--- config.mk ---
export PLATFORM = sky130hd
export DESIGN_NAME = rca_accumulator
export DESIGN_NICKNAME = d
export VERILOG_FILES = /design/src/rtl/rca_accumulator_pkg.sv /design/src/rtl/rca_accumulator_rca.sv /design/src/rtl/rca_accumulator.sv
export SDC_FILE = /design/constraint.sdc
export NUM_CORES = 1
export LEC_CHECK = 0
export ABC_AREA = 1
export ABC_CLOCK_PERIOD_IN_PS = 15550
export BUFFER_PORTS_ARGS = -buffer_cell sky130_fd_sc_hd__buf_2
export CAP_MARGIN = 25
export CORE_AREA = 2 2 68 86
export DETAILED_ROUTE_END_ITERATION = 8
export DIE_AREA = 0 0 70 88
export PLACE_DENSITY_LB_ADDON = 0.12
export SYNTH_ARGS = -nofsm -noshare
export SYNTH_HDL_FRONTEND = slang
export SYNTH_SLANG_ARGS = --single-unit
--- constraint.sdc ---
create_clock -name clk -period 15.55 [get_ports clk]
set_input_delay 1.555 -clock clk [delete_from_list [all_inputs] [get_ports clk]]
set_output_delay 1.555 -clock clk [all_outputs]
set_load 0.01 [all_outputs]
--- src/rtl/rca_accumulator_pkg.sv ---
// Shared constants for the ripple-carry adder family: datapath width,
// operand counter width and accumulator state encoding.
package rca_accumulator_pkg;

   localparam int unsigned DATA_W = 32;
   localparam int unsigned CNT_W  = 8;

   typedef enum logic [1:0] {
      IDLE  = 2'd0,
      ACCUM = 2'd1,
      HOLD  = 2'd2
   } state_e;

endpackage

--- src/rtl/rca_accumulator_rca.sv ---
// 32-bit ripple-carry adder built from a chain of full-adder cells.
module thirty_two_bit_RCA
   import rca_accumulator_pkg::*;
(
   input  logic [DATA_W-1:0] a,
   input  logic [DATA_W-1:0] b,
   input  logic              cin,
   output logic [DATA_W-1:0] sum,
   output logic              cout
);

   logic [DATA_W:0] carry;

   always_comb begin
      carry    = '0;
      sum      = '0;
      carry[0] = cin;
      for (int unsigned i = 0; i < DATA_W; i++) begin
         sum[i]     = a[i] ^ b[i] ^ carry[i];
         carry[i+1] = (a[i] & b[i]) | (carry[i] & (a[i] ^ b[i]));
      end
   end

   assign cout = carry[DATA_W];

endmodule

--- src/rtl/rca_accumulator.sv ---
// Block accumulator: sums up to MAX_TERMS unsigned operands through a
// ripple-carry adder and holds the result until the consumer takes it.
module rca_accumulator
   import rca_accumulator_pkg::*;
#(
   parameter int unsigned MAX_TERMS = 16
)
(
   input  logic              clk,
   input  logic              rst,
   input  logic              in_valid,
   output logic              in_ready,
   input  logic [DATA_W-1:0] in_data,
   input  logic              in_last,
   output logic              out_valid,
   input  logic              out_ready,
   output logic [DATA_W-1:0] out_sum,
   output logic              out_ovf,
   output logic [CNT_W-1:0]  out_count
);

   localparam logic [CNT_W-1:0] MAX_CNT = CNT_W'(MAX_TERMS);

   state_e            state_q, state_d;
   logic [DATA_W-1:0] acc_q, acc_d;
   logic              ovf_q, ovf_d;
   logic [CNT_W-1:0]  count_q, count_d;
   logic              rdy_q, rdy_d;

   logic [DATA_W-1:0] add_sum;
   logic              add_cout;
   logic [CNT_W-1:0]  count_inc;
   logic              accept;
   logic              close_blk;
   logic              release_blk;

   thirty_two_bit_RCA u_rca (
      .a    (acc_q),
      .b    (in_data),
      .cin  (1'b0),
      .sum  (add_sum),
      .cout (add_cout)
   );

   // rdy_q keeps in_ready low until the first edge after reset releases.
   always_ff @(posedge clk or posedge rst) begin
      if (rst) begin
         state_q <= IDLE;
         acc_q   <= '0;
         ovf_q   <= 1'b0;
         count_q <= '0;
         rdy_q   <= 1'b0;
      end else begin
         state_q <= state_d;
         acc_q   <= acc_d;
         ovf_q   <= ovf_d;
         count_q <= count_d;
         rdy_q   <= rdy_d;
      end
   end

   always_comb begin
      count_inc   = count_q + 8'd1;
      accept      = in_valid & in_ready;
      close_blk   = in_last | (count_inc == MAX_CNT);
      release_blk = (state_q == HOLD) & out_ready;
      rdy_d       = 1'b1;

      state_d = state_q;
      unique case (state_q)
         IDLE, ACCUM: if (accept) state_d = close_blk ? HOLD : ACCUM;
         HOLD:        if (out_ready) state_d = IDLE;
         default:     state_d = IDLE;
      endcase

      acc_d   = acc_q;
      ovf_d   = ovf_q;
      count_d = count_q;
      if (release_blk) begin
         acc_d   = '0;
         ovf_d   = 1'b0;
         count_d = '0;
      end else if (accept) begin
         acc_d   = add_sum;
         ovf_d   = ovf_q | add_cout;
         count_d = count_inc;
      end
   end

   always_comb begin
      in_ready  = rdy_q & ((state_q == IDLE) | (state_q == ACCUM));
      out_valid = (state_q == HOLD);
      out_sum   = acc_q;
      out_ovf   = ovf_q;
      out_count = count_q;
   end

endmodule

# Word level (Yosys, flattened, before mapping)
# Cells that the tools add are included.
[word_totals]
regBits = 44
latch_bits = 0
ramBits = 0
rom_bits = 0
in_bits = 37
output_inout_bits = 43
elab_cells = 188
mem_count = 0
[classes]
add_sub_neg = 1
n_mul = 0
n_div = 0
n_lt_le_gt_ge = 0
eq_ne = 5
shifts = 0
muxes = 10
bitwise = 163
n_reduce_logical = 4
[op_table]
columns = ["operator", "count"]
rows = [
  ["$and A1 B1 Y1", 66],
  ["$mux W32", 2],
  ["$xor A1 B1 Y1", 63],
  ["$or A1 B1 Y1", 34],
  ["$mux W8", 2],
  ["$add A8 B1 Y8 const B", 1],
  ["$eq A8 B5 Y1 const B", 1],
  ["$mux W2", 3],
  ["$pmux W2 S2", 1],
  ["$eq A2 B1 Y1 const B", 1],
  ["$eq A2 B2 Y1 const B", 1],
  ["$logic_not A2 Y1", 1],
  ["$mux W1", 2],
  ["$ne A2 B1 Y1 const B", 1],
  ["$ne A2 B2 Y1 const B", 1],
  ["$reduce_and A2 Y1", 1],
  ["$reduce_bool A2 Y1", 1],
  ["$reduce_or A2 Y1", 1],
]

# Depth between registers and ports, before layout
# Gate-level depths: netlist of run 1.
[depth]
ltp_word = 66
depth_mapped = 37
mapped_depth_nobuf = 37

# Modules after synthesis
# Synthesis of run 1 repeated with hierarchy kept, for this count alone.
[hier_totals]
cells_unflattened = 197
area_unflattened_um2 = 2484.9
[by_module_without_submodules]
columns = ["module", "n_inst", "cells_each", "area_per_inst_um2", "seq_area_each_um2"]
rows = [
  ["rca_accumulator", 1, 155, 1806.7, 1101.1],
  ["thirty_two_bit_RCA", 1, 42, 678.2, 0.0],
]

# Least setup slack after synthesis of run 1
# No wires, ideal clock.
[synth_path]
path_kind = "input port to flip-flop"
start = "input port in_data[0]"
end = "register acc_q[31] (netlist: out_sum[31])"
setup_ps = 121
arrival_time_ps = 13362
required_ps = 15429
setup_slack_ps = 2067
cell_stages = 37
n_path_buf = 0
path_cell_list = "ha_1 fa_1 inv_1 fa_1 fa_1 fa_1 fa_1 fa_1 fa_1 fa_1 fa_1 fa_1 fa_1 fa_1 fa_1 fa_1 fa_1 fa_1 fa_1 fa_1 fa_1 fa_1 fa_1 fa_1 fa_1 fa_1 fa_1 fa_1 fa_1 fa_1 inv_1 fa_1 inv_1 fa_1 inv_1 fa_1 a22o_1"
[synth_between]
elab_chain_len = 64
[synth_lines]
columns = ["item", "line", "text"]
rows = [
  ["from (decl)", "rca_accumulator.sv:13", "input logic [DATA_W-1:0] in_data,"],
  ["$and A1 B1 Y1 (2 in a row)", "rca_accumulator_rca.sv:20", "carry[i+1] = (a[i] & b[i]) | (carry[i] & (a[i] ^ b[i]));"],
  ["$or A1 B1 Y1", "rca_accumulator_rca.sv:20", ""],
  ["$and A1 B1 Y1", "rca_accumulator_rca.sv:20", ""],
  ["$or A1 B1 Y1", "rca_accumulator_rca.sv:20", ""],
  ["$and A1 B1 Y1", "rca_accumulator_rca.sv:20", ""],
  ["$or A1 B1 Y1", "rca_accumulator_rca.sv:20", ""],
  ["$and A1 B1 Y1", "rca_accumulator_rca.sv:20", ""],
  ["$or A1 B1 Y1", "rca_accumulator_rca.sv:20", ""],
  ["[47 not listed]", "n/a", ""],
  ["$or A1 B1 Y1", "rca_accumulator_rca.sv:20", ""],
  ["$and A1 B1 Y1", "rca_accumulator_rca.sv:20", ""],
  ["$or A1 B1 Y1", "rca_accumulator_rca.sv:20", ""],
  ["$and A1 B1 Y1", "rca_accumulator_rca.sv:20", ""],
  ["$or A1 B1 Y1", "rca_accumulator_rca.sv:20", ""],
  ["$xor A1 B1 Y1", "rca_accumulator_rca.sv:19", "sum[i] = a[i] ^ b[i] ^ carry[i];"],
  ["$mux W32", "rca_accumulator.sv:83", "end else if (accept) begin"],
  ["$mux W32", "rca_accumulator.sv:79", "if (release_blk) begin"],
  ["to (signal assigned)", "rca_accumulator.sv:49", "acc_q <= '0;"],
  ["to (signal assigned)", "rca_accumulator.sv:55", "acc_q <= acc_d;"],
  ["to (decl)", "rca_accumulator.sv:25", "logic [DATA_W-1:0] acc_q, acc_d;"],
]
# Every way passes these cells. The select of a mux whose other input is x is not followed.
# A chain may end at the register's enable or synchronous reset.

# Final worst setup path of run 1
# Same ends and word-level chain as after synthesis.

==> flow_summary.toml, run 1 <==
[run_status]
outcome = "complete, no violations"

[yosys]
ys_warn_count = 0
async_flop_share_pct = 100
synth_most_common_cell = "inv_1"
synth.top_cells.by_count = "69 x inv_1, 44 x dfrtp_1, 31 x fa_1"
syn_avg_cell_area_sq_um = 10.3
syn_nets = 319
ys_ff_latch = 44
synth_area_leader_cell = "dfrtp_1"
synthTopCellsByArea = "dfrtp_1 43%, fa_1 24%, inv_1 10%, o22ai_1 7.1%, nand2_1 3.9%"
synth_edf_count = 0
synth-seq-area-share_pct = 42.9
synth_top_area_share_pct = 42.9
synth_cells = 249
synth.distinct_cells = 21
ys.flop_type = "dfrtp_1"
synth.cell_area_sq_um = 2570

[critical_path]
startpoint = "in_data[0]"
cpMostUsedCell = "fa_1"
critPathCaptureType = "flip-flop"
worstPathRequired_ns = 15.73
reg2reg_to = "out_sum[31]"
path_delay_family = "adder cells"
slowest_delay_ns = 0.42
crit_arrival_ns = 13.92
crit_fanout = 1
path_buf_inv = 5
crit_end = "out_sum[31]"
rr_startpoint = "out_sum[0]"
critPathLaunchType = "input port"
cp_slowest_cell = "fa_1"
reg2regPathDepth = 37
r2r_slack_ns = 2.77
critPathKind = "input port to flip-flop"
crit_cells = 38

[layout]
drive_above_1_share_pct = 30.3
utilization_pct = 58.1
synthToLayoutAreaGrowth_pct = 20.7
antennaDiodeCount = 0
fillers = 494
design_area_sq_um = 3100
fin_nets = 400

[die]
io-pin-count = 80
die_area_sq_um = 6160
core_area_sq_um = 5330
fp.dieW_um = 70
core.rowCount = 30
die_h_um = 88
start_util_pct = 48.2

[place]
gp_congestion = 0.763
dpl.hpwl_mm = 3.67
place_area_sq_um = 3000
port_buffers = 79

[cts]
clock_path_buffers = 2
hold_buffers = 0
clk_latency_ns = 0.28
clkTransAtPathRegs_ns = 0.08
ctsHtreeMaxLevel = 2
cts_setup_buffers = 0
tritoncts = "built"
cts_made_buffers = 5
cts_resized = 0
root_buffer = "clkbuf_8"
cts.sinks = 44

[run]
drv_cap = 0

[global_routing]
top_usage_layer = "met2"
gr-usage-met2_pct = 32.1
antenna_found_initial = 0
grt_usage_pct = 18.4
gr-usage-met1_pct = 22.8
grt_pass1_wl_mm = 8.89
met3_usage_pct = 4.95
overflow = 0
grt_start_max_net_pins = 45
grt_pass1_vias = 1963

[timing]
max_freq_mhz = 72.8
slew_headroom_pct = 52.3
tns_ns = 0
fin_crit_ns = 13.74
setup_viol = 0
worstMarginPinSlew_ns = 0.714
report.final.slew_viol_count = 0
clock_skew_ns = 0.00321
rsz0062_at_grt = "false"
hold_violations = 0
min_period_over_period_pct = 88.4

[hold_path]
hold_path_class = "flip-flop to flip-flop"

[pwr]
clock_power_share_pct = 12.8
pwr-share-seq_pct = 37.3
leakagePower_nw = 1.65
internal-power_uw = 312
sw_frac_of_total_pct = 40.8
p_comb_share_pct = 49.9
ir_worst_vdd_mv = 0.0828
powerDensity_nw_per_um2 = 170
power_switching_uw = 215

[route]
antenna_left = 0
route.detailed.wl_per_inst_um = 12.7
wl_mm = 5.00
drc = 0
drt_iter0_drc = 73
dr.pass1.iters = 4
routed-via-count = 1905
avgViaCountPerCell = 4.84
[cells in the final DEF, fill, tap and decap left out]
| cell type | count |
|---|---|
| buf_2 | 79 |
| dfrtp_1 | 44 |
| nor2_1 | 5 |
| clkbuf_8 | 5 |
| o21ai_1 | 7 |
| nand3_2 | 2 |
| o22ai_1 | 29 |
| conb_1 | 1 |
| xor2_1 | 1 |
| nand3_1 | 6 |
| o21ai_0 | 1 |
| clkinv_1 | 1 |
| inv_2 | 5 |
| nor2_2 | 3 |
| fa_1 | 31 |
| a22o_1 | 6 |
| clkinv_2 | 1 |
| inv_1 | 68 |
| buf_12 | 1 |
| clkbuf_1 | 1 |
| nand2_2 | 3 |
| ha_1 | 2 |
| nand2_1 | 27 |
| buf_4 | 1 |
[per-stage QoR]
step                instances  worst slack [ns]  total power, mW  hold slack (ns)
floorplan                 249              2.07            0.373            0.476
global placement          386              1.66            0.453            0.492
detailed placement        386              1.46            0.466            0.504
CTS                       393              1.73            0.536            0.526
global route              394              1.31            0.589            0.557
finish                    394              1.81            0.526            0.520
[cells by family (layout without fill, tap and decap cells)]
logic type	after synthesis	after routing	share of synthesized area, %
simple gates	46	46	8.09
flops	44	44	42.9
other cells	1	1	0.146
compound gates	43	43	10.7
xor+xnor	1	1	0.341
buf+inv	81	162	12.7
fa+ha+maj	33	33	25.1
[how the worst min path moves through the flow]
stage,start,end,slack [ns],cells after the start
after floorplan,state_q[0],state_q[0],0.48,2
after global placement,out_ovf,out_ovf,0.49,1
after detailed placement,state_q[0],state_q[0],0.50,2
after CTS,state_q[0],state_q[0],0.53,2
after global routing,state_q[0],state_q[0],0.56,2
final,state_q[0],state_q[0],0.52,2
[metal layers]
layer	up-vias	part of all wire, %
met2	58	50
met4	0	1.0
met3	4	6.2
met5	-	0
met1	921	42
li1	922	-
[worst reg2reg max path: cells and delay by family, from the launching register on]
kind | cells | cell delay [ns]
adder cells (fa/ha/maj) | 32 | 11.85
flip-flops | 1 | 0.37
buffers and inverters | 4 | 0.23
AO/OA/AOI/OAI | 1 | 0.22
[sequential cells by signal, summed over array words and instances, names as in the netlist]
signal     count
out_sum       32
out_count      8
state_q        2
out_ovf        1
rdy_q          1
[power by group through the flow]
stage / combinational (mW) / sequential [mW] / clock (mW)
6_report: 0.263 / 0.196 / 0.0672
5_1_grt: 0.310 / 0.203 / 0.0754
4_1_cts: 0.269 / 0.197 / 0.0700
3_5_place_dp: 0.268 / 0.198 / 0
3_3_place_gp: 0.256 / 0.197 / 0
2_1_floorplan: 0.154 / 0.219 / 0
[cell type report]
type                    instances  area [sq um]  area share, %
inverters                      74           278           8.96
repair buffers                 81           423           13.6
well taps                      64          80.1           2.58
multi-input cells             124          1140           36.8
clock inverters                 1          5.00          0.161
clock buffers                   6          72.6           2.34
flip-flops and latches         44          1100           35.5
Note: power is estimated with default switching activity, not from simulation.
==> run 2: changes to the inputs <==
--- a/config.mk
+++ b/config.mk
@@ -9,10 +9,11 @@
 export ABC_CLOCK_PERIOD_IN_PS = 15550
 export BUFFER_PORTS_ARGS = -buffer_cell sky130_fd_sc_hd__buf_2
 export CAP_MARGIN = 25
-export CORE_AREA = 2 2 68 86
+export CORE_AREA = 2 2 75 77
 export DETAILED_ROUTE_END_ITERATION = 8
-export DIE_AREA = 0 0 70 88
+export DIE_AREA = 0 0 77 79
 export PLACE_DENSITY_LB_ADDON = 0.12
 export SYNTH_ARGS = -nofsm -noshare
 export SYNTH_HDL_FRONTEND = slang
 export SYNTH_SLANG_ARGS = --single-unit
+export TNS_END_PERCENT = 30
==> flow_summary.toml, run 2 (synthesis gave the netlist of run 1 again) <==
[critical_path]
slowest_delay_ns = 0.42
critPathKind = "input port to flip-flop"
crit_arrival_ns = 13.88
critPathCaptureType = "flip-flop"
worstPathRequired_ns = 15.74
crit_fanout = 1
cp_slowest_cell = "fa_1"
cpMostUsedCell = "fa_1"
r2r_slack_ns = 2.81
critPathLaunchType = "input port"

[timing]
clock_skew_ns = 0.00597
slew_headroom_pct = 39.1
fin_ws_ns = 1.86
tns_ns = 0
max_freq_mhz = 73.0
report.final.slew_viol_count = 0
hold_violations = 0
rsz0062_at_grt = "false"
fin_crit_ns = 13.69
setup_viol = 0
worstMarginPinSlew_ns = 0.913
min_period_over_period_pct = 88.1

[run_status]
outcome = "complete, no violations"

[layout]
drive_above_1_share_pct = 30.0
design_area_sq_um = 3100
layout_commonest_cell = "buf_2"
fillers = 519
largest_reg_flops = 32
synthToLayoutAreaGrowth_pct = 20.8
regArea_sq_um = 1100
multi_input_comb_area_sq_um = 1140
fin_nets = 399
layout_common_cells = "79 x buf_2, 68 x inv_1, 44 x dfrtp_1"
antennaDiodeCount = 0

[route]
drc = 0
drt_iter0_drc = 84
wl_mm = 4.71
avgViaCountPerCell = 4.67
antenna_left = 0
route.detailed.wl_per_inst_um = 11.7
dr.pass1.iters = 4
routed-via-count = 1876

[cts]
cts.sinks = 44
cts_resized = 0
hold_buffers = 0
clock_path_buffers = 2
root_buffer = "clkbuf_8"
clk_latency_ns = 0.29
cts_setup_buffers = 0
cts_made_buffers = 5
tritoncts = "built"
ctsHtreeMaxLevel = 2
clkTransAtPathRegs_ns = 0.08

[die]
die_h_um = 79
core_area_sq_um = 5340
start_util_pct = 48.1
fp.dieW_um = 77
io-pin-count = 80
core.rowCount = 27
die_area_sq_um = 6080

[global_routing]
grt_pass1_wl_mm = 8.37
grt_pass1_vias = 1898
antenna_found_initial = 0
overflow = 0
grt_start_max_net_pins = 45
grt_usage_pct = 17.6

[place]
dpl.hpwl_mm = 3.47
port_buffers = 79
gp_congestion = 0.750
place_area_sq_um = 3010
preCtsSetupSlack_ns = 1.50

[pwr]
ir_worst_vdd_mv = 0.0759
powerDensity_nw_per_um2 = 171
leakagePower_nw = 1.64

[hold_path]
hold_path_class = "flip-flop to flip-flop"

[run]
drv_cap = 0
==> run 2: cell types whose count changed in the layout (fill, tap and decap cells not counted), sizes merged <==
cell / delta
buf: -1
clkbuf: +2
clkinv: -1
==> run 2: per-stage QoR <==
| step | hold slack, ns | power [mW] | utilization, % | instances |
|---|---|---|---|---|
| final | 0.517 | 0.530 | 58.1 | 402 |
| after global routing | 0.535 | 0.591 | 58.1 | 402 |
| after CTS | 0.519 | 0.541 | 58.1 | 402 |
| after detailed placement | 0.492 | 0.463 | 56.4 | 394 |
| after global placement | 0.492 | 0.453 | 56.4 | 394 |
| after floorplan | 0.476 | 0.373 | - | 249 |
==> run 2: critical path: cells and delay by family <==
family                   cells  cell delay (ns)
AO/OA/AOI/OAI                1             0.21
adder cells (fa/ha/maj)     32            11.79
buffers and inverters        5             0.32
==> run 2: power by group <==
group          total [mW]  internal [mW]  switching (mW)
combinational       0.261          0.117           0.144
clock              0.0734         0.0363          0.0371
sequential          0.196          0.163          0.0324
==> run 2: final cells by class <==
class / count / area share, %
Tap cell: 72 / 2.90
Sequential cell: 44 / 35.5
Timing Repair Buffer: 80 / 13.0
Inverter: 74 / 8.96
Clock buffer: 8 / 2.90
Multi-Input combinational cell: 124 / 36.7
==> run 2: per-layer routing <==
metal  vias to the layer above  wire length [um]  global-route usage [%]
li1                        919                 -                       -
met1                       904              2060                    22.1
met2                        47              2310                    29.8
met3                         6               278                    4.89
met4                         0                64                    5.36
met5                         -                 0                       0
==> run 2: worst paths after layout <==
path	start	end	depth (start not counted)
max in group asynchronous	rst	out_sum[27]	2
worst min register to register	state_q[0]	state_q[0]	2
min in group asynchronous	rst	out_sum[1]	2
worst min-delay path	state_q[0]	state_q[0]	2
worst max register to register	out_sum[0]	out_sum[31]	37
worst max-delay path	in_data[0]	out_sum[31]	38
==> run 3: changes to the inputs <==
--- a/config.mk
+++ b/config.mk
@@ -9,9 +9,10 @@
 export ABC_CLOCK_PERIOD_IN_PS = 15550
 export BUFFER_PORTS_ARGS = -buffer_cell sky130_fd_sc_hd__buf_2
 export CAP_MARGIN = 25
-export CORE_AREA = 2 2 75 77
+export CORE_AREA = 2 2 74 76
+export CTS_CLUSTER_SIZE = 12
 export DETAILED_ROUTE_END_ITERATION = 8
-export DIE_AREA = 0 0 77 79
+export DIE_AREA = 0 0 76 78
 export PLACE_DENSITY_LB_ADDON = 0.12
 export SYNTH_ARGS = -nofsm -noshare
 export SYNTH_HDL_FRONTEND = slang
==> flow_summary.toml, run 3 (synthesis gave the netlist of run 1 again) <==
[critical_path]
critPathCaptureType = "flip-flop"
cpMostUsedCell = "fa_1"
path_buf_inv = 5
slowest_delay_ns = 0.42
critPathKind = "input port to flip-flop"
crit_arrival_ns = 13.93
crit_cells = 38
critPathLaunchType = "input port"
reg2regPathDepth = 37
cp_slowest_cell = "fa_1"
path_delay_family = "adder cells"
crit_fanout = 1
worstPathRequired_ns = 15.74

[global_routing]
grt_pass1_vias = 1958
grt_pass1_wl_mm = 8.84
grt_usage_pct = 19.1
antenna_found_initial = 0
overflow = 0
grt_start_max_net_pins = 45

[layout]
synthToLayoutAreaGrowth_pct = 21.0
regArea_sq_um = 1100
layout_common_cells = "79 x buf_2, 68 x inv_1, 44 x dfrtp_1"
layout_commonest_cell = "buf_2"
antennaDiodeCount = 0
fin_nets = 399
largest_reg_flops = 32
drive_above_1_share_pct = 30.4
fillers = 449
multi_input_comb_area_sq_um = 1140

[timing]
rsz0062_at_grt = "false"
min_period_over_period_pct = 88.4
tns_ns = 0
fin_ws_ns = 1.81
max_freq_mhz = 72.8
setup_viol = 0
slew_headroom_pct = 39.2
whs_ns = 0.523
report.final.slew_viol_count = 0
fin_crit_ns = 13.74
clock_skew_ns = 0.00615
hold_violations = 0
worstMarginPinSlew_ns = 0.911

[pwr]
power_switching_uw = 218
p_total_uw = 539
internal-power_uw = 321
sw_frac_of_total_pct = 40.5
leakagePower_nw = 1.65
ir_worst_vdd_mv = 0.0916
p_comb_share_pct = 49.0
pwr-share-seq_pct = 36.6
clock_power_share_pct = 14.4
powerDensity_nw_per_um2 = 174

[die]
fp.dieW_um = 76
core_area_sq_um = 5040
start_util_pct = 50.9
io-pin-count = 80
die_area_sq_um = 5930
core.rowCount = 26
die_h_um = 78

[hold_path]
hold_depth = 2
hold_path_class = "flip-flop to flip-flop"

[route]
route.detailed.wl_per_inst_um = 12.6
antenna_left = 0
drc = 0
routed-via-count = 1928
wl_mm = 5.02
drt_iter0_drc = 78
dr.pass1.iters = 4
avgViaCountPerCell = 4.83

[run]
drv_cap = 0

[run_status]
outcome = "complete, no violations"

[cts]
clkTransAtPathRegs_ns = 0.08
cts_setup_buffers = 0
ctsHtreeMaxLevel = 2
hold_buffers = 0
cts_made_buffers = 5
cts_resized = 0
clk_latency_ns = 0.29
root_buffer = "clkbuf_8"
cts.sinks = 44
tritoncts = "built"
clock_path_buffers = 2

[place]
gp_congestion = 0.734
port_buffers = 79
dpl.hpwl_mm = 3.66
preCtsSetupSlack_ns = 1.50
run 3: cell count changes in the layout (fill, tap and decap cells not counted), sizes merged:
cell    before  now
clkbuf       8    7
run 3: path summary, 6_finish.rpt:
path	from	endpoint	slack (ns)
min in group asynchronous	rst	out_sum[1]	1.45
worst max-delay path	in_data[0]	out_sum[31]	1.81
max in group asynchronous	rst	out_sum[14]	13.52
worst min register to register	state_q[0]	state_q[0]	0.52
worst max register to register	out_sum[0]	out_sum[31]	2.75
worst min-delay path	state_q[0]	state_q[0]	0.52
run 3: worst register-to-register path: cells and delay by family (launching register included):
family / cells / cell delay (ns)
buffers and inverters: 4 / 0.25
flip-flops: 1 / 0.38
AO/OA/AOI/OAI: 1 / 0.21
adder cells (fa/ha/maj): 32 / 11.85
run 3: stage by stage:
stage | instances | util, % | cell area [sq um]
2_1_floorplan | 249 | - | 2570
3_3_place_gp | 392 | 59.7 | 3010
3_5_place_dp | 392 | 59.7 | 3010
4_1_cts | 399 | 61.6 | 3110
5_1_grt | 399 | 61.6 | 3110
6_report | 399 | 61.6 | 3110
run 3: final cells by class:
cell class	instances	share of cell area (%)
clock buffer	7	3.10
tap	70	2.82
multi-input combinational	124	36.7
timing repair buffer	80	13.0
inverter	74	8.94
sequential	44	35.5
run 3: layer usage:
layer | global-route usage (%) | part of all wire (%) | vias up
met5 | 0 | 0 | -
met4 | 7.09 | 1.5 | 0
met3 | 5.12 | 6.2 | 7
met2 | 32.4 | 50 | 55
met1 | 23.7 | 42 | 950
li1 | - | - | 916
run 3: power by group through the flow:
stage          Combinational, mW  Sequential [mW]  Clock (mW)
2_1_floorplan              0.154            0.219           0
3_3_place_gp               0.254            0.198           0
3_5_place_dp               0.269            0.198           0
4_1_cts                    0.270            0.198      0.0801
5_1_grt                    0.302            0.205      0.0853
6_report                   0.264            0.197      0.0777
